<file path="src/rtl/nibble_sub16.sv">
// rtl/nibble_sub16.sv - 16-bit subtractor, one nibble per cycle through a 4-bit carry-lookahead slice
module nibble_sub16 (
   input  logic        clk,
   input  logic        reset,
   input  logic        start,
   input  logic [15:0] a,
   input  logic [15:0] b,
   output logic        busy,
   output logic        done,
   output logic [15:0] diff,
   output logic        borrow,
   output logic        ovf,
   output logic        zero
);

   typedef enum logic [1:0] {
      ST_IDLE = 2'd0,
      ST_RUN  = 2'd1,
      ST_DONE = 2'd2
   } state_t;

   state_t      r_state;
   logic [15:0] r_a;
   logic [15:0] r_nb;
   logic        r_carry;
   logic [1:0]  r_idx;
   logic [15:0] r_part;
   logic [15:0] r_diff;
   logic        r_borrow;
   logic        r_ovf;
   logic        r_zero;
   logic        r_busy;
   logic        r_done;

   logic [3:0]  w_x;
   logic [3:0]  w_y;
   logic [3:0]  w_g;
   logic [3:0]  w_p;
   logic [4:0]  w_c;
   logic [3:0]  w_sum;
   logic [15:0] w_final;

   // Lookahead carries computed directly from g/p, not rippled
   always_comb begin
      w_x   = r_a[{r_idx, 2'b00} +: 4];
      w_y   = r_nb[{r_idx, 2'b00} +: 4];
      w_g   = w_x & w_y;
      w_p   = w_x ^ w_y;
      w_c[0] = r_carry;
      w_c[1] = w_g[0] | (w_p[0] & r_carry);
      w_c[2] = w_g[1] | (w_p[1] & w_g[0]) | (w_p[1] & w_p[0] & r_carry);
      w_c[3] = w_g[2] | (w_p[2] & w_g[1]) | (w_p[2] & w_p[1] & w_g[0])
             | (w_p[2] & w_p[1] & w_p[0] & r_carry);
      w_c[4] = w_g[3] | (w_p[3] & w_g[2]) | (w_p[3] & w_p[2] & w_g[1])
             | (w_p[3] & w_p[2] & w_p[1] & w_g[0])
             | (w_p[3] & w_p[2] & w_p[1] & w_p[0] & r_carry);
      w_sum   = w_p ^ w_c[3:0];
      w_final = {w_sum, r_part[11:0]};
   end

   always_ff @(posedge clk) begin
      if (reset) begin
         r_state  <= ST_IDLE;
         r_a      <= 16'h0000;
         r_nb     <= 16'h0000;
         r_carry  <= 1'b0;
         r_idx    <= 2'd0;
         r_part   <= 16'h0000;
         r_diff   <= 16'h0000;
         r_borrow <= 1'b0;
         r_ovf    <= 1'b0;
         r_zero   <= 1'b0;
         r_busy   <= 1'b0;
         r_done   <= 1'b0;
      end else begin
         case (r_state)
            ST_IDLE, ST_DONE: begin
               r_done <= 1'b0;
               if (start) begin
                  r_state <= ST_RUN;
                  r_a     <= a;
                  r_nb    <= ~b;
                  r_carry <= 1'b1;
                  r_idx   <= 2'd0;
                  r_busy  <= 1'b1;
               end else begin
                  r_state <= ST_IDLE;
               end
            end
            ST_RUN: begin
               r_part[{r_idx, 2'b00} +: 4] <= w_sum;
               r_carry <= w_c[4];
               r_idx   <= r_idx + 2'd1;
               if (r_idx == 2'd3) begin
                  // Results only become visible here, never mid-operation
                  r_state  <= ST_DONE;
                  r_busy   <= 1'b0;
                  r_done   <= 1'b1;
                  r_diff   <= w_final;
                  r_borrow <= ~w_c[4];
                  r_ovf    <= (r_a[15] == r_nb[15]) && (w_final[15] != r_a[15]);
                  r_zero   <= (w_final == 16'h0000);
               end
            end
            default: begin
               r_state <= ST_IDLE;
               r_busy  <= 1'b0;
               r_done  <= 1'b0;
            end
         endcase
      end
   end

   assign busy   = r_busy;
   assign done   = r_done;
   assign diff   = r_diff;
   assign borrow = r_borrow;
   assign ovf    = r_ovf;
   assign zero   = r_zero;

endmodule

</file>
<file path="config.mk">
export PLATFORM = sky130hd
export DESIGN_NAME = nibble_sub16
export DESIGN_NICKNAME = d
export VERILOG_FILES = /design/src/rtl/nibble_sub16.sv
export SDC_FILE = /design/constraint.sdc
export NUM_CORES = 1
export LEC_CHECK = 0
export ABC_AREA = 1
export CAP_MARGIN = 20
export CORE_MARGIN = 2
export CORE_UTILIZATION = 56
export CTS_BUF_LIST = sky130_fd_sc_hd__clkbuf_2
export CTS_CLUSTER_DIAMETER = 80
export CTS_CLUSTER_SIZE = 24
export DETAILED_ROUTE_END_ITERATION = 8
export GPL_TIMING_DRIVEN = 0
export PLACE_DENSITY_LB_ADDON = 0.12
export RECOVER_POWER = 50
export SKIP_CTS_REPAIR_TIMING = 1
export SLEW_MARGIN = 10
export SYNTH_ARGS = -nofsm -noshare
export SYNTH_HDL_FRONTEND = slang
export SYNTH_SLANG_ARGS = --single-unit
</file>
<file path="constraint.sdc">
create_clock -name clk -period 4.09 [get_ports clk]
set_input_delay 0.818 -clock clk [delete_from_list [all_inputs] [get_ports clk]]
set_output_delay 0.818 -clock clk [all_outputs]
set_load 0.1 [all_outputs]
</file>
## Word level (Yosys, flattened, before mapping)

Cells that the tools add are included.

| storage, ports and cells | value |
|---|---|
| flip-flop bits (word level) | 74 |
| input bits | 35 |
| output and inout bits | 21 |
| logic and storage cells | 77 |

| cells by class | value |
|---|---|
| add/subtract/negate cells | 2 |
| equal/unequal tests | 7 |
| shift operators | 4 |
| muxes and demuxes | 10 |
| bitwise operators | 32 |
| reductions and logical operators | 10 |

Operators by type and width:

| operator | number |
|---|---|
| variable part select 16 x 5 -> 4 bit | 2 |
| AND 1 bit | 16 |
| bitwise mux 16 bit | 1 |
| zero test 16 bit | 1 |
| inverter 16 bit | 1 |
| variable shift 4 x 6 -> 16 bit, first input constant | 1 |
| variable part select 4 x 6 -> 16 bit | 1 |
| OR 1 bit | 10 |
| one-hot mux 2 bit (2 select lines) | 2 |
| AND reduction 2 bit | 4 |
| XOR 4 bit | 2 |
| negation 4 -> 6 bit | 1 |
| AND 4 bit | 1 |
| equality test 2 bit, second input constant | 2 |
| 2-to-1 mux 2 bit | 2 |
| != test 2 bit, second input constant | 2 |
| one-hot mux 1 bit (2 select lines) | 2 |
| OR reduction 2 bit | 2 |
| 2-to-1 mux 1 bit | 3 |
| adder 2 x 1 -> 2 bit, second input constant | 1 |
| equality test 2 x 1 -> 1 bit, second input constant | 1 |
| zero test 2 bit | 1 |
| inverter 1 bit | 2 |
| nonzero test 2 bit | 1 |
| other kinds (3) | 3 |

## Logic depth before layout (Yosys ltp)

Gate-level depths: netlist of the first run.

| depth | value |
|---|---|
| depth in word-level cells | 9 |
| depth in mapped cells | 13 |
| mapped depth without buffers | 12 |

## Least setup slack after synthesis of the first run

No wires, ideal clock.

| timing | value |
|---|---|
| path type | register to register |
| start point | register r_idx[0] |
| end point | register r_zero, in the netlist zero |
| library setup time | 67 ps |
| arrival time | 2012 ps |
| required time | 4023 ps |
| path slack | 2011 ps |
| stages on the path, launching flop included | 13 |
| clock period less this slack | 2079 ps |
| path through | dfxtp_1 buf_2 buf_2 nor2_1 o22ai_1 fa_1 inv_1 nand2_1 nor2_1 nand2_1 nor2_1 nand3_1 a21oi_2 |

| on the way | value |
|---|---|
| elaborated cells between the ends (all ways) | 23 |

RTL lines:

| what | RTL line | RTL |
|---|---|---|
| start: declaration | 26 | `logic [1:0] r_idx;` |
| start signal: assignment | 93 | `r_idx <= r_idx + 2'd1;` |
| variable part select 16 x 5 -> 4 bit, on equally long branches | 45, 46 |  |
| XOR 4 bit * | 48 | `w_p = w_x ^ w_y;` |
| XOR 4 bit * | 57 | `w_sum = w_p ^ w_c[3:0];` |
| net w_sum[0] | 40 | `logic [3:0] w_sum;` |
| zero test 16 bit * | 102 | `r_zero <= (w_final == 16'h0000);` |
| end signal: assignment | 102 |  |
| end: declaration | 31 | `logic r_zero;` |

The timed path passes the listed nets; every way through them passes the cells marked *.
A chain may end at the register's enable or synchronous reset.

## Worst setup path in the final report of the first run

| timing | value |
|---|---|
| start point | register r_diff[14], in the netlist diff[14] |
| end point | output diff[14] |

RTL lines:

| what | RTL line | RTL |
|---|---|---|
| start: declaration | 28 | `logic [15:0] r_diff;` |
| start signal: assignment | 99 | `r_diff <= w_final;` |
| end: declaration | 10 | `output logic [15:0] diff,` |

No word-level cell between the ends.

==> results.cfg, run 1 <==
[synth]
yosys.area.top_type = dfxtp_1
synth_cell_types = 35
synth_top_area_share = 0.461
yosys_warnings = 0
syn_nets = 440
netlist_instances = 394
ys_top_cells_by_count = nor2_1 (93), dfxtp_1 (70), o21ai_0 (63), nand2_1 (40), a21oi_1 (35)
avgSynthCellArea_sq_um = 7.72
synth_seq_cells = 70
synth_top_cells_by_area = dfxtp_1 (46%), nor2_1 (11%), o21ai_0 (10%), a21oi_1 (5.8%), nand2_1 (4.9%)
yosysMostFrequentCell = nor2_1
yosys_most_used_dff = dfxtp_1
ys_seq_area_frac = 0.461
synth_area_sq_um = 3040
synth_edf_count = 0
synthArstFlopShare = 0

[setup_path]
max_stage_delay_ns = 1.13
end_kind = primary output
crit_family = buffers and inverters
arrival_ns = 2.03
path_buf_inv = 1
worst_ep_required_time_ns = 3.27
setup.worst_path.class = reg2out
slowest_stage = clkdlybuf4s50_1
worst_setup_path_start_kind = flip-flop
crit_fanout = 2
path_cells = clkdlybuf4s50_1

[cts]
ctsRootBufferMaster = clkbuf_2
path_clk_slew_ns = 0.19
cts_tree = built
clk_latency_ns = 0.52
cts_max_level = 3
numClockSinks = 70
numCtsBuffers = 9
clk_path_buf_depth = 2

[timing]
worst_slew_pin_slew_ns = 0.973
fin_crit_ns = 2.85
setup-tns-final_ns = 0
drv_slew = 0
finalClockSkew_ns = 0.0236
hold_viol_final = 0
max_freq_mhz = 351
period_share = 0.697
rsz0062_at_grt = no
slew_headroom = 0.350
setup_viol = 0

[status]
status = finished clean

[detailed_routing]
drc = 0
via_count = 2923
avgViaCountPerCell = 5.47
wl_per_cell_um = 14.0
firstDrtPassIters = 5
totalWireLength_um = 7460
first_iter_violations = 231
ant_nets = 0

[die]
io_pins = 56
initial_core_util = 0.588
coreArea_sq_um = 5170
fp.dieW_um = 77.7
fp.dieH_um = 77.7
num_rows = 26
die_area_sq_um = 6040

[pwr]
powerDensity_nw_per_um2 = 398
vdd_drop_max_mv = 0.224
p_leak_nw = 1.58

[layout]
diodes = 0
nets = 505
area_growth_pct = 23.2
final_area_sq_um = 3750
drive_above_1_share = 0.0733

[min_path]
hp-class = reg2reg

[run]
drv.max_cap_violation_count = 0

[place]
gp_congestion = 0.838
port_buffers = 54
hpwl_um = 5250
placed_cell_area_sq_um = 3670

[grt]
grt_pass1_wl_um = 12800
grt_pass1_vias = 2767
grt-ovfl-total = 0
antenna_found_initial = 0
grt_start_max_net_pins = 13
grt_use_total = 0.268
-- registers in the layout, indices dropped and copies added, names as in the netlist --
signal,cells
r_idx,2
r_part,12
done,1
zero,1
r_carry,1
busy,1
ovf,1
r_nb,16
r_a,16
r_state,2
borrow,1
diff,16
-- path summary, 6_finish.rpt --
check        cells after the start  startpoint  slack [ns]   endpoint
min reg2reg                      2   r_part[1]        0.50  r_part[1]
min                              2   r_part[1]        0.50  r_part[1]
max                              1    diff[14]        1.24   diff[14]
max reg2reg                     12    r_idx[0]        1.40       zero
-- kinds of logic after synthesis --
kind of cell / count (synthesis) / synth area share
simple gates: 157 / 0.228
compound gates: 116 / 0.200
flops: 70 / 0.461
buf+inv: 39 / 0.0609
fa+ha+maj: 11 / 0.0477
xor+xnor: 1 / 0.00288
-- metrics by stage --
stage / hold slack (ns) / power, W / util / setup WS [ns] / instances
floorplan: 0.450 / 0.000964 / - / 2.01 / 394
global placement: 0.462 / 0.00105 / 0.710 / 1.53 / 518
detailed placement: 0.471 / 0.00106 / 0.710 / 1.52 / 518
CTS: 0.495 / 0.00150 / 0.735 / 1.20 / 534
global route: 0.516 / 0.00157 / 0.725 / 1.12 / 534
finish: 0.496 / 0.00149 / 0.725 / 1.24 / 534
-- metal layers --
| metal | vias up | share of wire | global-route usage |
|---|---|---|---|
| met4 | 0 | 0.012 | 0.0732 |
| met2 | 102 | 0.45 | 0.425 |
| li1 | 1438 | - | - |
| met3 | 12 | 0.063 | 0.0791 |
| met1 | 1371 | 0.47 | 0.355 |
| met5 | - | 0 | 0 |
-- layout by cell type, fill, tap and decap left out, types with 8 or more instances in the layout --
| master | instances |
|---|---|
| nand2_1 | 41 |
| clkbuf_2 | 11 |
| o21ai_0 | 64 |
| ha_1 | 10 |
| a21oi_1 | 35 |
| clkbuf_1 | 15 |
| clkdlybuf4s50_1 | 53 |
| nor2_1 | 94 |
| o22ai_1 | 8 |
| inv_1 | 15 |
| dfxtp_1 | 70 |
-- area by class of cell --
class	count	area, sq um
Clock inverter	5	73.8
Timing Repair Buffer	54	541
Fill cell	432	1420
Multi-Input combinational cell	285	1430
Clock buffer	11	55.1
Buffer	19	78.8
Sequential cell	70	1400
Tap cell	70	87.6
Inverter	20	80.1
-- where the power goes --
group	internal, W	switching (W)
logic	0.000114	0.000196
clock network	0.000204	0.000236
registers	0.000718	0.0000228
total	0.00104	0.000454
Power figures use the tool's default switching activity.
==> inputs of run 2 (changes only) <==
Settings changed: CORE_UTILIZATION 56 to 49.
Clock period 4.09 ns to 2.5 ns, I/O delays scaled along.
==> run 2 against run 1 <==
Against the previous run:
- final area increased by 3.0%
- sequential share of layout area shrank 0.95 points
- largest cell class unchanged
- register-to-register slack lost 1.3 ns
- highest routed layer unchanged
- non-clock buffer count is 3 higher
==> results.cfg, run 2 (same netlist as run 1, synthesis figures left out) <==
[pwr]
comb_power_share = 0.210
power_frac_seq = 0.492
power.switching_w = 0.000768
vdd_drop_max_mv = 0.437
powerDensity_nw_per_um2 = 638
pwr-share-clk = 0.298
p_leak_nw = 1.98
p_int_w = 0.00170
p_sw_frac = 0.312

[setup_path]
reg2reg_from = r_idx[0]
path_buf_inv = 3
arrival_ns = 2.86
rr_worst_depth = 12
worst_ep_required_time_ns = 2.95
cp.depth = 12
path_cells = clkbuf_4 -> buf_4 -> nor2_1 -> o22ai_2 -> fa_1 -> inv_1 -> nand2_1 -> nor2_1 -> nand2_1 -> nor2_1 -> nand3_1 -> a21oi_2
slowest_stage = fa_1
r2r_end = zero
cpMostUsedCell = nor2_1
max_stage_delay_ns = 0.50
crit_start = r_idx[0]
critPathCapture = zero
end_kind = flip-flop
crit_family = buffers and inverters
r2r_slack_ns = 0.09
worst_setup_path_start_kind = flip-flop
setup.worst_path.class = reg2reg
crit_fanout = 10

[timing]
hold_viol_final = 0
setup_viol = 0
worst_slack_ns = 0.0914
fin_crit_ns = 2.41
period_share = 0.963
drv_slew = 0
slew_headroom = 0.352
finalClockSkew_ns = 0.0167
max_freq_mhz = 415
worst_slew_pin_slew_ns = 0.970

[layout]
num-fill-cells = 590
fin_util = 0.648
final_common_cell = nor2_1
diodes = 0
fin_cells = 542
nets = 508
drive_above_1_share = 0.0942
area_growth_pct = 26.9
layout_common_cells = nor2_1 (94), dfxtp_1 (68), o21ai_0 (63)

[grt]
grt_pass1_vias = 2676
grt_start_max_net_pins = 13
grt_pass1_wl_um = 12500
grt_use_total = 0.226
antenna_found_initial = 0
grt-ovfl-total = 0

[die]
num_rows = 28
fp.dieH_um = 82.8
initial_core_util = 0.511
die_area_sq_um = 6860
fp.dieW_um = 82.8
coreArea_sq_um = 5960
io_pins = 56

[detailed_routing]
firstDrtPassIters = 4
wl_per_cell_um = 14.0
first_iter_violations = 141
avgViaCountPerCell = 5.24
via_count = 2842
drc = 0
totalWireLength_um = 7600
ant_nets = 0

[cts]
cts_tree = built
clk_latency_ns = 0.51
numClockSinks = 70
cts_max_level = 3
numCtsBuffers = 9
ctsRootBufferMaster = clkbuf_2
path_clk_slew_ns = 0.20
clk_path_buf_depth = 2

[place]
port_buffers = 54
hpwl_um = 5330
gp_congestion = 0.854
place_ws_ns = -0.134
place_inst = 523

[run]
drv.max_cap_violation_count = 0

[min_path]
hp-class = in2reg

[status]
status = finished clean
-- run 2: cell count changes in the layout (fill, tap and decap cells not counted), sizes merged, moves of 2 or more --
cell / delta
clkbuf: -2
buf: +3
inv: -3
clkinvlp: +4
clkdlybuf4s50: -20
dlymetal6s2s: +21
-- run 2: worst register-to-register path, delay by kind of cell (launching register included) --
family | cells | cell delay, ns
AOI/OAI and AO/OA | 2 | 0.34
adders and majority gates | 1 | 0.51
buffers and inverters | 3 | 0.58
DFF | 1 | 0.42
and+or+nand+nor | 6 | 0.52
-- run 2: how the worst min path moves through the flow --
stage                     startpoint         to  slack (ns)  depth (start not counted)
after floorplan              r_a[10]    r_a[10]        0.45                          2
final                          reset       zero        0.28                          2
after detailed placement   r_part[7]  r_part[7]        0.47                          2
after global placement       r_a[10]    r_a[10]        0.46                          2
after global routing           reset       zero        0.21                          2
after CTS                      reset       zero        0.23                          2
-- run 2: power by group through the flow --
stage	Sequential [W]	Clock, W	Combinational (W)
after floorplan	0.00124	0	0.000334
after global placement	0.00123	0	0.000495
after detailed placement	0.00123	0	0.000507
after CTS	0.00121	0.000742	0.000509
after global routing	0.00122	0.000795	0.000580
final	0.00121	0.000734	0.000518
-- run 2: area by class of cell --
| type | instances | area [sq um] | area share |
|---|---|---|---|
| Buffer | 19 | 86.3 | 0.0224 |
| Clock buffer | 9 | 45.0 | 0.0117 |
| Clock inverter | 7 | 88.8 | 0.0230 |
| Inverter | 20 | 83.8 | 0.0217 |
| Multi-Input combinational cell | 285 | 1440 | 0.373 |
| Sequential cell | 70 | 1410 | 0.364 |
| Tap cell | 75 | 93.8 | 0.0243 |
| Timing Repair Buffer | 57 | 616 | 0.159 |
-- run 2: layer usage --
layer  up-vias  GRT usage  part of all wire
li1       1447          -                 -
met1      1307      0.300              0.45
met2        77      0.361              0.47
met3        11     0.0646             0.064
met4         0     0.0641             0.014
met5         -          0                 0
-- run 2: stage by stage --
stage / hold WS, ns / cell area (sq um) / power, W / TNS [ns]
final: 0.275 / 3860 / 0.00246 / 0
after global routing: 0.211 / 3860 / 0.00259 / -0.0181
after floorplan: 0.450 / 3040 / 0.00158 / 0
after CTS: 0.226 / 3810 / 0.00246 / -1.28
after detailed placement: 0.472 / 3680 / 0.00174 / -0.136
after global placement: 0.463 / 3680 / 0.00173 / -0.119
==> inputs of run 3 (changes only) <==
Settings changed: PLACE_DENSITY set to 0.78, PLACE_DENSITY_LB_ADDON 0.12 to unset.
==> run 3 against run 2 <==
Against the previous run:
- count of clock-buffer cells in the layout rose by 2
- largest cell class unchanged
- critical path depth fell by 2
- sequential power barely moved
==> results.cfg, run 3 (same netlist as run 1, synthesis figures left out) <==
[status]
status = finished clean

[setup_path]
crit_fanout = 12
setup.worst_path.class = reg2reg
reg2reg_from = r_idx[0]
r2r_end = zero
rr_worst_depth = 10
worst_setup_path_start_kind = flip-flop
end_kind = flip-flop
r2r_slack_ns = 0.14
arrival_ns = 2.84
worst_ep_required_time_ns = 2.98

[detailed_routing]
ant_nets = 0
totalWireLength_um = 7550
wl_per_cell_um = 14.0
firstDrtPassIters = 7
first_iter_violations = 210
avgViaCountPerCell = 5.32
drc = 0
via_count = 2877

[grt]
grt_use_total = 0.223
grt_pass1_vias = 2739
grt_pass1_wl_um = 12300
grt_start_max_net_pins = 13
antenna_found_initial = 0
grt-ovfl-total = 0

[pwr]
power_w = 0.00233
p_leak_nw = 1.97
vdd_drop_max_mv = 0.422
powerDensity_nw_per_um2 = 608

[timing]
drv_slew = 0
period_share = 0.944
worst_slack_ns = 0.139
worst_slew_pin_slew_ns = 0.984
hold_viol_final = 0
setup_viol = 0
max_freq_mhz = 424
hold-worst-slack_ns = 0.231
finalClockSkew_ns = 0.0195
fin_crit_ns = 2.36
slew_headroom = 0.343

[cts]
numClockSinks = 70
numCtsBuffers = 9
clk_latency_ns = 0.53
cts_max_level = 3
ctsRootBufferMaster = clkbuf_2
clk_path_buf_depth = 2
cts_tree = built
path_clk_slew_ns = 0.17

[die]
num_rows = 28
die_area_sq_um = 6860
coreArea_sq_um = 5960
initial_core_util = 0.511
fp.dieH_um = 82.8
fp.dieW_um = 82.8
io_pins = 56

[layout]
layout_common_cells = nor2_1 (94), dfxtp_1 (68), o21ai_0 (62)
fin_cells = 541
nets = 509
fin_util = 0.643
diodes = 0
final_common_cell = nor2_1
area_growth_pct = 25.8
drive_above_1_share = 0.0901

[min_path]
hp-class = in2reg
worstHoldPathCells = 2
hp-start = reset
hold_path_end = zero

[place]
place_inst = 523
port_buffers = 54
place_ws_ns = -0.0822
gp_congestion = 0.842
hpwl_um = 5420

[run]
drv.max_cap_violation_count = 0
run 3: final cells by class:
cell class	count	area [sq um]
Sequential cell	70	1410
Clock inverter	3	37.5
Inverter	20	83.8
Multi-Input combinational cell	285	1440
Buffer	19	87.6
Timing Repair Buffer	58	623
Clock buffer	11	55.1
Tap cell	75	93.8
Fill cell	553	2130
run 3: critical path, cell delays in order, from the launching register on:
cell and delay [ns]:
dfxtp_4 0.42, clkinvlp_4 0.15, clkbuf_4 0.25, nor2_1 0.15, o22ai_2 0.14, fa_1 0.42, xnor2_1 0.38, nand2_1 0.09
nor2_1 0.11, nand3_1 0.09, a21oi_2 0.11
run 3: worst max-delay path by stage:
stage | start | endpoint | slack [ns] | cells past startpoint
2_1_floorplan | r_idx[0] | zero | 0.42 | 12
3_3_place_gp | r_idx[1] | zero | -0.01 | 9
3_5_place_dp | r_idx[1] | zero | -0.08 | 9
4_1_cts | r_idx[1] | zero | -0.14 | 9
5_1_grt | r_idx[0] | zero | -0.003 | 12
6_report | r_idx[0] | zero | 0.14 | 10
run 3: layer usage:
| layer | global-route usage | part of all wire | wire length, um | up-vias |
|---|---|---|---|---|
| met3 | 0.0447 | 0.058 | 441 | 18 |
| met2 | 0.370 | 0.48 | 3600 | 101 |
| met5 | 0 | 0 | 0 | - |
| li1 | - | - | - | 1446 |
| met1 | 0.269 | 0.44 | 3320 | 1312 |
| met4 | 0.124 | 0.024 | 184 | 0 |
run 3: report_power, final:
group          internal, W  switching, W  leakage [nW]
Clock             0.000223      0.000375        0.0630
Sequential         0.00117     0.0000398         0.574
Combinational     0.000197      0.000319          1.33
Total              0.00159      0.000734          1.97
run 3: metrics by stage:
step | cell area (sq um) | setup TNS [ns]
after floorplan | 3040 | 0
after global placement | 3680 | -0.0144
after detailed placement | 3680 | -0.0985
after CTS | 3770 | -1.17
after global routing | 3830 | -0.00479
final | 3830 | 0
